## config.mk

```make
export PLATFORM = sky130hd
export DESIGN_NAME = seg_disp_sched
export DESIGN_NICKNAME = d
export VERILOG_FILES = /design/src/rtl/seg_disp_pkg.sv /design/src/rtl/seg_hex_decode.sv /design/src/rtl/seg_disp_sched.sv
export SDC_FILE = /design/constraint.sdc
export NUM_CORES = 1
export LEC_CHECK = 0
export BUFFER_PORTS_ARGS = -buffer_cell sky130_fd_sc_hd__buf_4
export CAP_MARGIN = 5
export CORE_MARGIN = 8
export CORE_UTILIZATION = 40
export CTS_CLUSTER_SIZE = 12
export DETAILED_ROUTE_END_ITERATION = 10
export PLACE_DENSITY_LB_ADDON = 0.08
export SYNTH_ARGS = -nofsm -noshare
export SYNTH_HDL_FRONTEND = slang
export SYNTH_HIERARCHICAL = 1
export SYNTH_SLANG_ARGS = --single-unit
```

## constraint.sdc

```tcl
create_clock -name ispclk -period 5.4 [get_ports ispclk]
set_input_delay 0.54 -clock ispclk [delete_from_list [all_inputs] [get_ports ispclk]]
set_output_delay 0.54 -clock ispclk [all_outputs]
set_load 0.05 [all_outputs]
```

## src/rtl/seg_disp_pkg.sv

```systemverilog
// rtl/seg_disp_pkg.sv - shared types, segment table and round-robin helper for the display scheduler
package seg_disp_pkg;

  typedef enum logic [1:0] {
    ST_IDLE  = 2'd0,
    ST_OWN   = 2'd1,
    ST_BLANK = 2'd2
  } state_t;

  localparam logic [6:0] SEG_BLANK = 7'b1111111;

  // Active-low segments {a,b,c,d,e,f,g}, indexed by hex value
  localparam logic [6:0] SEG_TABLE [16] = '{
    7'b0000001, 7'b1001111, 7'b0010010, 7'b0000110,
    7'b1001100, 7'b0100100, 7'b0100000, 7'b0001111,
    7'b0000000, 7'b0000100, 7'b0001000, 7'b1100000,
    7'b0110001, 7'b1000010, 7'b0110000, 7'b0111000
  };

  typedef struct packed {
    logic       valid;
    logic [1:0] idx;
  } pick_t;

  // First requester strictly after the last owner, wrapping back to the last owner itself
  function automatic pick_t rr_pick(input logic [2:0] req, input logic [1:0] last);
    pick_t      p;
    logic [1:0] order [3];
    p = '0;
    case (last)
      2'd0:    begin order[0] = 2'd1; order[1] = 2'd2; order[2] = 2'd0; end
      2'd1:    begin order[0] = 2'd2; order[1] = 2'd0; order[2] = 2'd1; end
      default: begin order[0] = 2'd0; order[1] = 2'd1; order[2] = 2'd2; end
    endcase
    for (int k = 0; k < 3; k++) begin
      if (!p.valid && req[order[k]]) begin
        p.valid = 1'b1;
        p.idx   = order[k];
      end
    end
    return p;
  endfunction

endpackage

```

## src/rtl/seg_hex_decode.sv

```systemverilog
// rtl/seg_hex_decode.sv - hex nibble to active-low seven-segment pattern
module seg_hex_decode
  import seg_disp_pkg::*;
(
  input  logic [3:0] nibble,
  output logic [6:0] seg
);

  assign seg = SEG_TABLE[nibble];

endmodule

```

## src/rtl/seg_disp_sched.sv

```systemverilog
// rtl/seg_disp_sched.sv - round-robin owner scheduler for a shared 4-digit seven-segment display
module seg_disp_sched
  import seg_disp_pkg::*;
#(
  parameter int SCAN_DIV = 96000,
  parameter int HOLD_CYC = 192000000
) (
  input  logic        ispclk,
  input  logic        rst_n,
  input  logic [2:0]  req,
  input  logic [15:0] dat0,
  input  logic [15:0] dat1,
  input  logic [15:0] dat2,
  output logic [2:0]  grant,
  output logic [6:0]  seg,
  output logic [3:0]  an,
  output logic        dp
);

  localparam int SCAN_W = $clog2(SCAN_DIV);
  localparam int HOLD_W = $clog2(HOLD_CYC + 1);
  localparam logic [SCAN_W-1:0] SCAN_LAST = SCAN_W'(SCAN_DIV - 1);
  localparam logic [HOLD_W-1:0] HOLD_LOAD = HOLD_W'(HOLD_CYC - 1);

  state_t              state;
  logic [SCAN_W-1:0]   scan_cnt;
  logic [1:0]          idx;
  logic [HOLD_W-1:0]   hold_cnt;
  logic [1:0]          owner;
  logic [1:0]          last_owner;
  logic [15:0]         shadow;

  pick_t               pick;
  logic [15:0]         pick_word;
  logic [15:0]         owner_word;
  logic [3:0]          nibble;
  logic [6:0]          seg_dec;
  logic                scan_wrap;
  logic                owner_req;
  logic                others_pending;

  function automatic logic [15:0] word_of(input logic [1:0] s, input logic [15:0] d0,
                                          input logic [15:0] d1, input logic [15:0] d2);
    case (s)
      2'd0:    return d0;
      2'd1:    return d1;
      default: return d2;
    endcase
  endfunction

  assign pick           = rr_pick(req, last_owner);
  assign pick_word      = word_of(pick.idx, dat0, dat1, dat2);
  assign owner_word     = word_of(owner, dat0, dat1, dat2);
  assign scan_wrap      = (scan_cnt == SCAN_LAST);
  assign owner_req      = req[owner];
  assign others_pending = |(req & ~(3'b001 << owner));

  // Select the shadow nibble for the digit currently being scanned
  always_comb begin
    nibble = shadow[3:0];
    case (idx)
      2'd0: nibble = shadow[3:0];
      2'd1: nibble = shadow[7:4];
      2'd2: nibble = shadow[11:8];
      2'd3: nibble = shadow[15:12];
      default: nibble = shadow[3:0];
    endcase
  end

  seg_hex_decode u_dec (
    .nibble (nibble),
    .seg    (seg_dec)
  );

  // Ownership FSM with scan counters, shadow capture and registered display outputs
  always_ff @(posedge ispclk or negedge rst_n) begin
    if (!rst_n) begin
      state      <= ST_IDLE;
      grant      <= 3'b000;
      seg        <= SEG_BLANK;
      an         <= 4'b1111;
      dp         <= 1'b1;
      scan_cnt   <= '0;
      idx        <= 2'd0;
      hold_cnt   <= '0;
      owner      <= 2'd0;
      last_owner <= 2'd2;
      shadow     <= 16'h0000;
    end else begin
      case (state)
        ST_IDLE: begin
          seg      <= SEG_BLANK;
          an       <= 4'b1111;
          dp       <= 1'b1;
          grant    <= 3'b000;
          scan_cnt <= '0;
          idx      <= 2'd0;
          if (pick.valid) begin
            state      <= ST_OWN;
            owner      <= pick.idx;
            last_owner <= pick.idx;
            grant      <= 3'b001 << pick.idx;
            hold_cnt   <= HOLD_LOAD;
            shadow     <= pick_word;
          end
        end

        ST_OWN: begin
          seg <= seg_dec;
          an  <= ~(4'b0001 << idx);
          dp  <= (idx != owner);
          if (scan_wrap) begin
            scan_cnt <= '0;
            idx      <= idx + 2'd1;
            // A new frame starts at digit 0, so refresh the shadow only here
            if (idx == 2'd3) shadow <= owner_word;
          end else begin
            scan_cnt <= scan_cnt + SCAN_W'(1);
          end
          if (hold_cnt != '0) begin
            hold_cnt <= hold_cnt - HOLD_W'(1);
          end else if (others_pending || !owner_req) begin
            state    <= others_pending ? ST_BLANK : ST_IDLE;
            grant    <= 3'b000;
            seg      <= SEG_BLANK;
            an       <= 4'b1111;
            dp       <= 1'b1;
            scan_cnt <= '0;
            idx      <= 2'd0;
          end
        end

        ST_BLANK: begin
          seg   <= SEG_BLANK;
          an    <= 4'b1111;
          dp    <= 1'b1;
          grant <= 3'b000;
          if (scan_wrap) begin
            scan_cnt <= '0;
            idx      <= 2'd0;
            if (pick.valid) begin
              state      <= ST_OWN;
              owner      <= pick.idx;
              last_owner <= pick.idx;
              grant      <= 3'b001 << pick.idx;
              hold_cnt   <= HOLD_LOAD;
              shadow     <= pick_word;
            end else begin
              state <= ST_IDLE;
            end
          end else begin
            scan_cnt <= scan_cnt + SCAN_W'(1);
          end
        end

        default: begin
          state <= ST_IDLE;
          grant <= 3'b000;
          seg   <= SEG_BLANK;
          an    <= 4'b1111;
          dp    <= 1'b1;
        end
      endcase
    end
  end

endmodule

```

# After elaboration in Yosys (flattened, before gate mapping)
# Memory sizes are Yosys's and may differ from the RTL's.
# Index checks and enable logic that the tools add are counted.
[word_totals]
rom_bits = 112
in_bits = 53
ff_bits = 84
output_inout_bits = 15
memories = 1
[op_classes]
eq_ne = 17
n_reduce_logical = 21
magnitude_cmp = 5
addsub = 3
mux = 62
shift = 3
bitwise = 4
[memory_table]
columns = ["name", "depth", "word_bits", "rd", "rd_clocked_by_memory_dff", "wr", "line", "source"]
rows = [
  ["(no name shown)", 16, 7, 1, 0, 0, "seg_hex_decode.sv:9", "assign seg = SEG_TABLE[nibble];"],
]
[ops]
columns = ["operator", "n"]
rows = [
  ["two-way mux 28 bit", 3],
  ["case mux 28 bit (3 select lines)", 1],
  ["two-way mux 16 bit", 4],
  ["case mux 16 bit (2 select lines)", 2],
  ["two-way mux 17 bit", 3],
  ["case mux 17 bit (3 select lines)", 1],
  ["case mux 16 bit (3 select lines)", 1],
  ["two-way mux 7 bit", 5],
  ["nonzero test 28 bit", 1],
  ["subtractor 28 x 1 -> 28 bit (second input constant)", 1],
  ["two-way mux 2 bit", 13],
  ["two-way mux 3 bit", 7],
  ["adder 17 x 1 -> 17 bit (second input constant)", 1],
  ["equality test 17 bit (second input constant)", 1],
  ["case mux 4 bit (4 select lines)", 1],
  ["inequality test 2 bit (second input constant)", 7],
  ["< comparator 2 x 3 -> 1 bit (second input constant)", 4],
  ["two-way mux 4 bit", 3],
  ["case mux 2 bit (3 select lines)", 2],
  ["case mux 6 bit (2 select lines)", 1],
  ["equality test 2 x 1 -> 1 bit (second input constant)", 5],
  ["logical NOT 2 bit", 5],
  ["case mux 3 bit (3 select lines)", 1],
  ["binary-select mux 1 bit (select 2 bit)", 4],
  ["21 further kinds", 38],
]

# Depth between registers and ports, before layout
[depth]
depth_word = 16
mapped_depth = 10

# Hierarchy
# The synthesis kept the hierarchy.
[by_module_without_submodules]
columns = ["module", "cells_each", "area_each_um2", "seq_area_each_um2", "n_inst"]
rows = [
  ["seg_disp_sched", 593, 5562.8, 2093.3, 1],
  ["seg_hex_decode", 31, 262.8, 0.0, 1],
]

# Least setup slack after synthesis
# OpenSTA, ideal clock, no wires.
[synth_path]
path_type = "reg2reg"
from = "register idx[0]"
to = "register seg[3]"
setup_slack_ps = 2916
stages_incl_launch_ff = 10
synth_period_minus_slack_ps = 2484
t_arrival_ps = 2404
path_cell_list = "dfrtp_1 > inv_1 > ha_1 > buf_1 > mux2i_1 > inv_1 > ha_1 > inv_1 > mux4_1 > nand2b_1"
[synth_between]
elab_chain_len = 9
elab_cells_between_ends = 12
classes_between = "3 x eq/ne; 6 x mux; 1 x bitwise; 1 x reduce/logical; 1 x memory"
[synth_rtl]
columns = ["item", "line", "source"]
rows = [
  ["start, declared", "seg_disp_sched.sv:27", "logic [1:0] idx;"],
  ["start signal, assigned", "seg_disp_sched.sv:114", "idx <= idx + 2'd1;"],
  ["equality test 2 bit, or another cell as far along", "seg_disp_sched.sv:61", "case (idx)"],
  ["case mux 4 bit (4 select lines) (*)", "seg_disp_sched.sv:61", ""],
  ["named net nibble[0]", "seg_disp_sched.sv:36", "logic [3:0] nibble;"],
  ["inverter 4 -> 5 bit (implied by the code) (*)", "seg_hex_decode.sv:9", ""],
  ["memory read (16 x 7 bit) (*)", "-", ""],
  ["two-way mux 7 bit (implied by the code) (*) (2 in a row)", "seg_hex_decode.sv:9", ""],
  ["named net seg_dec[3]", "seg_disp_sched.sv:37", "logic [6:0] seg_dec;"],
  ["two-way mux 7 bit", "seg_disp_sched.sv:122", "end else if (others_pending || !owner_req) begin"],
  ["two-way mux 7 bit (*)", "seg_disp_sched.sv:120", "if (hold_cnt != '0) begin"],
  ["two-way mux 7 bit (*)", "seg_disp_sched.sv:90", "case (state)"],
  ["end signal, assigned", "seg_disp_sched.sv:109", "seg <= seg_dec;"],
  ["end, declared", "seg_disp_sched.sv:15", "output logic [6:0] seg,"],
]
# Mark *: on every way through the listed nets, which the timed path passes. The rest lies on a longest branch. The select of a mux whose other input is x is not followed.
# A chain may end at the register's enable or synchronous reset.

# Worst setup path after layout
[layout_path]
from = "register hold_cnt[8]"
to = "register scan_cnt[11]"
[layout_between]
elab_chain_len = 3
[layout_rtl]
columns = ["item", "line", "source"]
rows = [
  ["start, declared", "seg_disp_sched.sv:28", "logic [HOLD_W-1:0] hold_cnt;"],
  ["start signal, assigned", "seg_disp_sched.sv:121", "hold_cnt <= hold_cnt - HOLD_W'(1);"],
  ["nonzero test 28 bit", "seg_disp_sched.sv:120", ""],
  ["two-way mux 17 bit", "seg_disp_sched.sv:120", ""],
  ["case mux 17 bit (3 select lines)", "seg_disp_sched.sv:90", ""],
  ["end signal, assigned", "seg_disp_sched.sv:118", "scan_cnt <= scan_cnt + SCAN_W'(1);"],
  ["end signal, assigned", "seg_disp_sched.sv:152", "scan_cnt <= scan_cnt + SCAN_W'(1);"],
  ["end, declared", "seg_disp_sched.sv:26", "logic [SCAN_W-1:0] scan_cnt;"],
]
# Every way passes these cells.

==> run metrics <==
starting density of the core 40.54%; violation count after the first detailed-route iteration 240; die area 18680 um2; root buf cell clkbuf_16; dpl cell area 6431 um2; initial antenna violation count 0; gr ovfl total 0; outcome complete, no violations; final hold vios 0; final core occ 46.83%; I/O Buffers 67; EDFF count, synth 0; vias in the first global route 5034; minimum clock period 3.456 ns; Worst-path clk slew 0.06 ns; Hold Crit Class input pin to asynchronous set/reset pin; gpl congestion 0.8892; FF+latch count, synth 83; diodes inserted 0; post-CTS sizing 0; sequential fraction of the synthesis area 35.93%; clk_skew 0.004671 ns; Synth Area in Compound Gates 19.37%; CTS tree yes; Cell variety after synth 68; Yosys warnings 6; total track usage 16.95%; worst rel slew slack 25.46%; final worst path period share 64.00%; Max Slew Vio Count 0; Leakage 2.624 nW; Placeable Area 14370 um2; Final Instance Area 6729 um2; number of nets in the layout 739; Net Count, Synth 696; Post-Synth Simple-Gate Area 19.31%; RSZ-0062 raised after global routing false; Max Fanout on Critical Path 18; Crit path arrival time 3.65 ns; post-route insts no fill 856; CTS Buffer Depth 2; via/cell ratio 5.916; Ports 68; Placed Cells 839; CP startpoint kind register; Post-CTS Setup Bufs 0; largest net degree at the start of global routing 84; Layout area overhead 15.51%; ys async rst share 100.0%; cell count after synthesis 624; Highest Clock Rate 0.2893 GHz; clk_lat worst skew 0.34 ns; CTS buffer count 9; Routed Antenna Nets 0; first-pass GRT wire length 25.62 mm; multiplexer share of the synthesized area 15.64%; Primary FF master, synth dfrtp_1; DRC errors left 0; wire per inst 18.59 um; maximum vdd ir drop 166.5 uV; worst path required time 5.59 ns; Die Width 136.7 um; CTS Sinks 83; vias 5064; CTS Hold Bufs 0; largest family of logic cells by synthesized area compound AO/OA/AOI/OAI gates; power per cell area 450.7 nW/um2; WS Path Type register to register; row cnt 44; Mapped Area 5826 um2; worst slew pin tran 1.118 ns; Syn Area/Cell 9.336 um2; critical path endpoint category register; Final TNS setup 0 ns; # setup viols final 0; drt pass-1 iters 6; HPWL Detailed 10.91 mm; area share of fa/ha/maj cells after synthesis 4.081%; die height 136.7 um; drt total wl 15.91 mm; CTS H-Tree Depth 3; Post-Synth XOR/XNOR Area 0.9021%; max cap viols 0; layout cell share with drive strength beyond 1 23.51%
cells in the mapped netlist, drive strengths merged (3+ instances only):
cell type	number	area [um2]
a21boi	12	93.84
a21o	6	45.04
a21oi	38	190.2
a222oi	4	40.04
a22o	3	26.28
a31oi	9	56.30
a32o	6	60.06
a32oi	12	105.1
a41oi	5	43.79
and2	6	40.04
and3	6	37.54
buf	20	108.9
clkbuf	24	90.09
dfrtp	70	1752
dfstp	13	341.6
ha	19	237.7
inv	20	75.07
mux2	35	394.1
mux2i	49	490.5
nand2	28	105.1
nand2b	11	68.82
nand3	37	185.2
nand4	12	75.07
nand4b	4	50.05
nor2	26	105.1
nor2b	3	18.77
nor3	18	90.09
nor4	21	131.4
nor4b	3	26.28
o2111ai	3	45.04
o211ai	4	30.03
o21ai	45	225.2
o22ai	4	25.02
or3	9	56.30
or4	5	48.79
xnor2	5	43.79
cell families after synthesis:
group | after synthesis
buffers and inverters | 65
DFF | 83
adders and majority gates | 19
AOI/OAI and AO/OA | 167
xor gates and xnor gates | 6
muxes | 85
and+or+nand+nor | 199
critical path, cell delays in order (launching register included):
cell       delay (ns)
dfrtp_1          0.44
nor4_1           0.59
nand4_1          0.51
nand4bb_1        0.92
nand2_1          0.65
o221ai_1         0.20
final timing paths:
kind                              from  cells after the start  slack (ns)           end
max                        hold_cnt[8]                      5        1.94  scan_cnt[11]
min                              rst_n                      1        0.36      owner[1]
max reg2reg                hold_cnt[8]                      5        1.94  scan_cnt[11]
min reg2reg                scan_cnt[3]                      1        0.50   scan_cnt[3]
max in group asynchronous        rst_n                      1        4.29  scan_cnt[13]
min in group ispclk        scan_cnt[3]                      1        0.50   scan_cnt[3]
registers in the layout, indices dropped and copies added (netlist names), 2 cells and up:
signal / flops
seg: 7
last_owner: 2
idx: 2
hold_cnt: 28
grant: 3
an: 4
shadow: 16
state: 2
scan_cnt: 17
power by group:
group | internal [W] | total (W) | switching [W]
Clock | 0.000343 | 0.000615 | 0.000272
Combinational | 0.000631 | 0.00151 | 0.000882
Sequential | 0.000774 | 0.000904 | 0.000130
routing by layer:
metal  vias up  GRT usage (%)  share of wire [%]
met5         -              0                  0
met1      2489          21.43                 46
met4         0          7.566                1.9
li1       2457              -                  -
met3        17          2.827                4.9
met2       101          27.81                 47
layout make-up:
class | instances | area (um2)
Fill cell | 1362 | 7640
Tap cell | 184 | 230.2
Sequential cell | 83 | 2093
Inverter | 21 | 78.83
Clock inverter | 6 | 42.54
Multi-Input combinational cell | 476 | 3466
Timing Repair Buffer | 76 | 568.0
Clock buffer | 10 | 250.2
stage by stage:
step	total power [W]	worst slack, ns	hold WS (ns)
2_1_floorplan	0.002035	2.916	0.2444
3_3_place_gp	0.002379	2.069	0.4886
3_5_place_dp	0.002427	1.988	0.4969
4_1_cts	0.003055	1.975	0.4366
5_1_grt	0.003229	1.608	0.4801
6_report	0.003033	1.944	0.3551
cells in the final DEF (no fill, tap or decap), types with 5 or more instances in the layout:
| master | count |
|---|---|
| buf_4 | 75 |
| dfrtp_1 | 70 |
| mux2i_1 | 49 |
| o21ai_0 | 45 |
| a21oi_1 | 38 |
| nand3_1 | 37 |
| mux2_2 | 34 |
| nand2_1 | 28 |
| nor2_1 | 25 |
| nor4_1 | 21 |
| inv_1 | 19 |
| ha_1 | 19 |
| nor3_1 | 17 |
| dfstp_2 | 13 |
| a32oi_1 | 12 |
| nand4_1 | 12 |
| nand2b_1 | 11 |
| a21boi_0 | 11 |
| clkbuf_16 | 10 |
| a31oi_1 | 9 |
| or3_1 | 9 |
| a21o_1 | 6 |
| and3_1 | 6 |
| a32o_1 | 6 |
| xnor2_1 | 5 |
| and2_1 | 5 |
| a41oi_1 | 5 |
(Power assumes the default switching activity.)
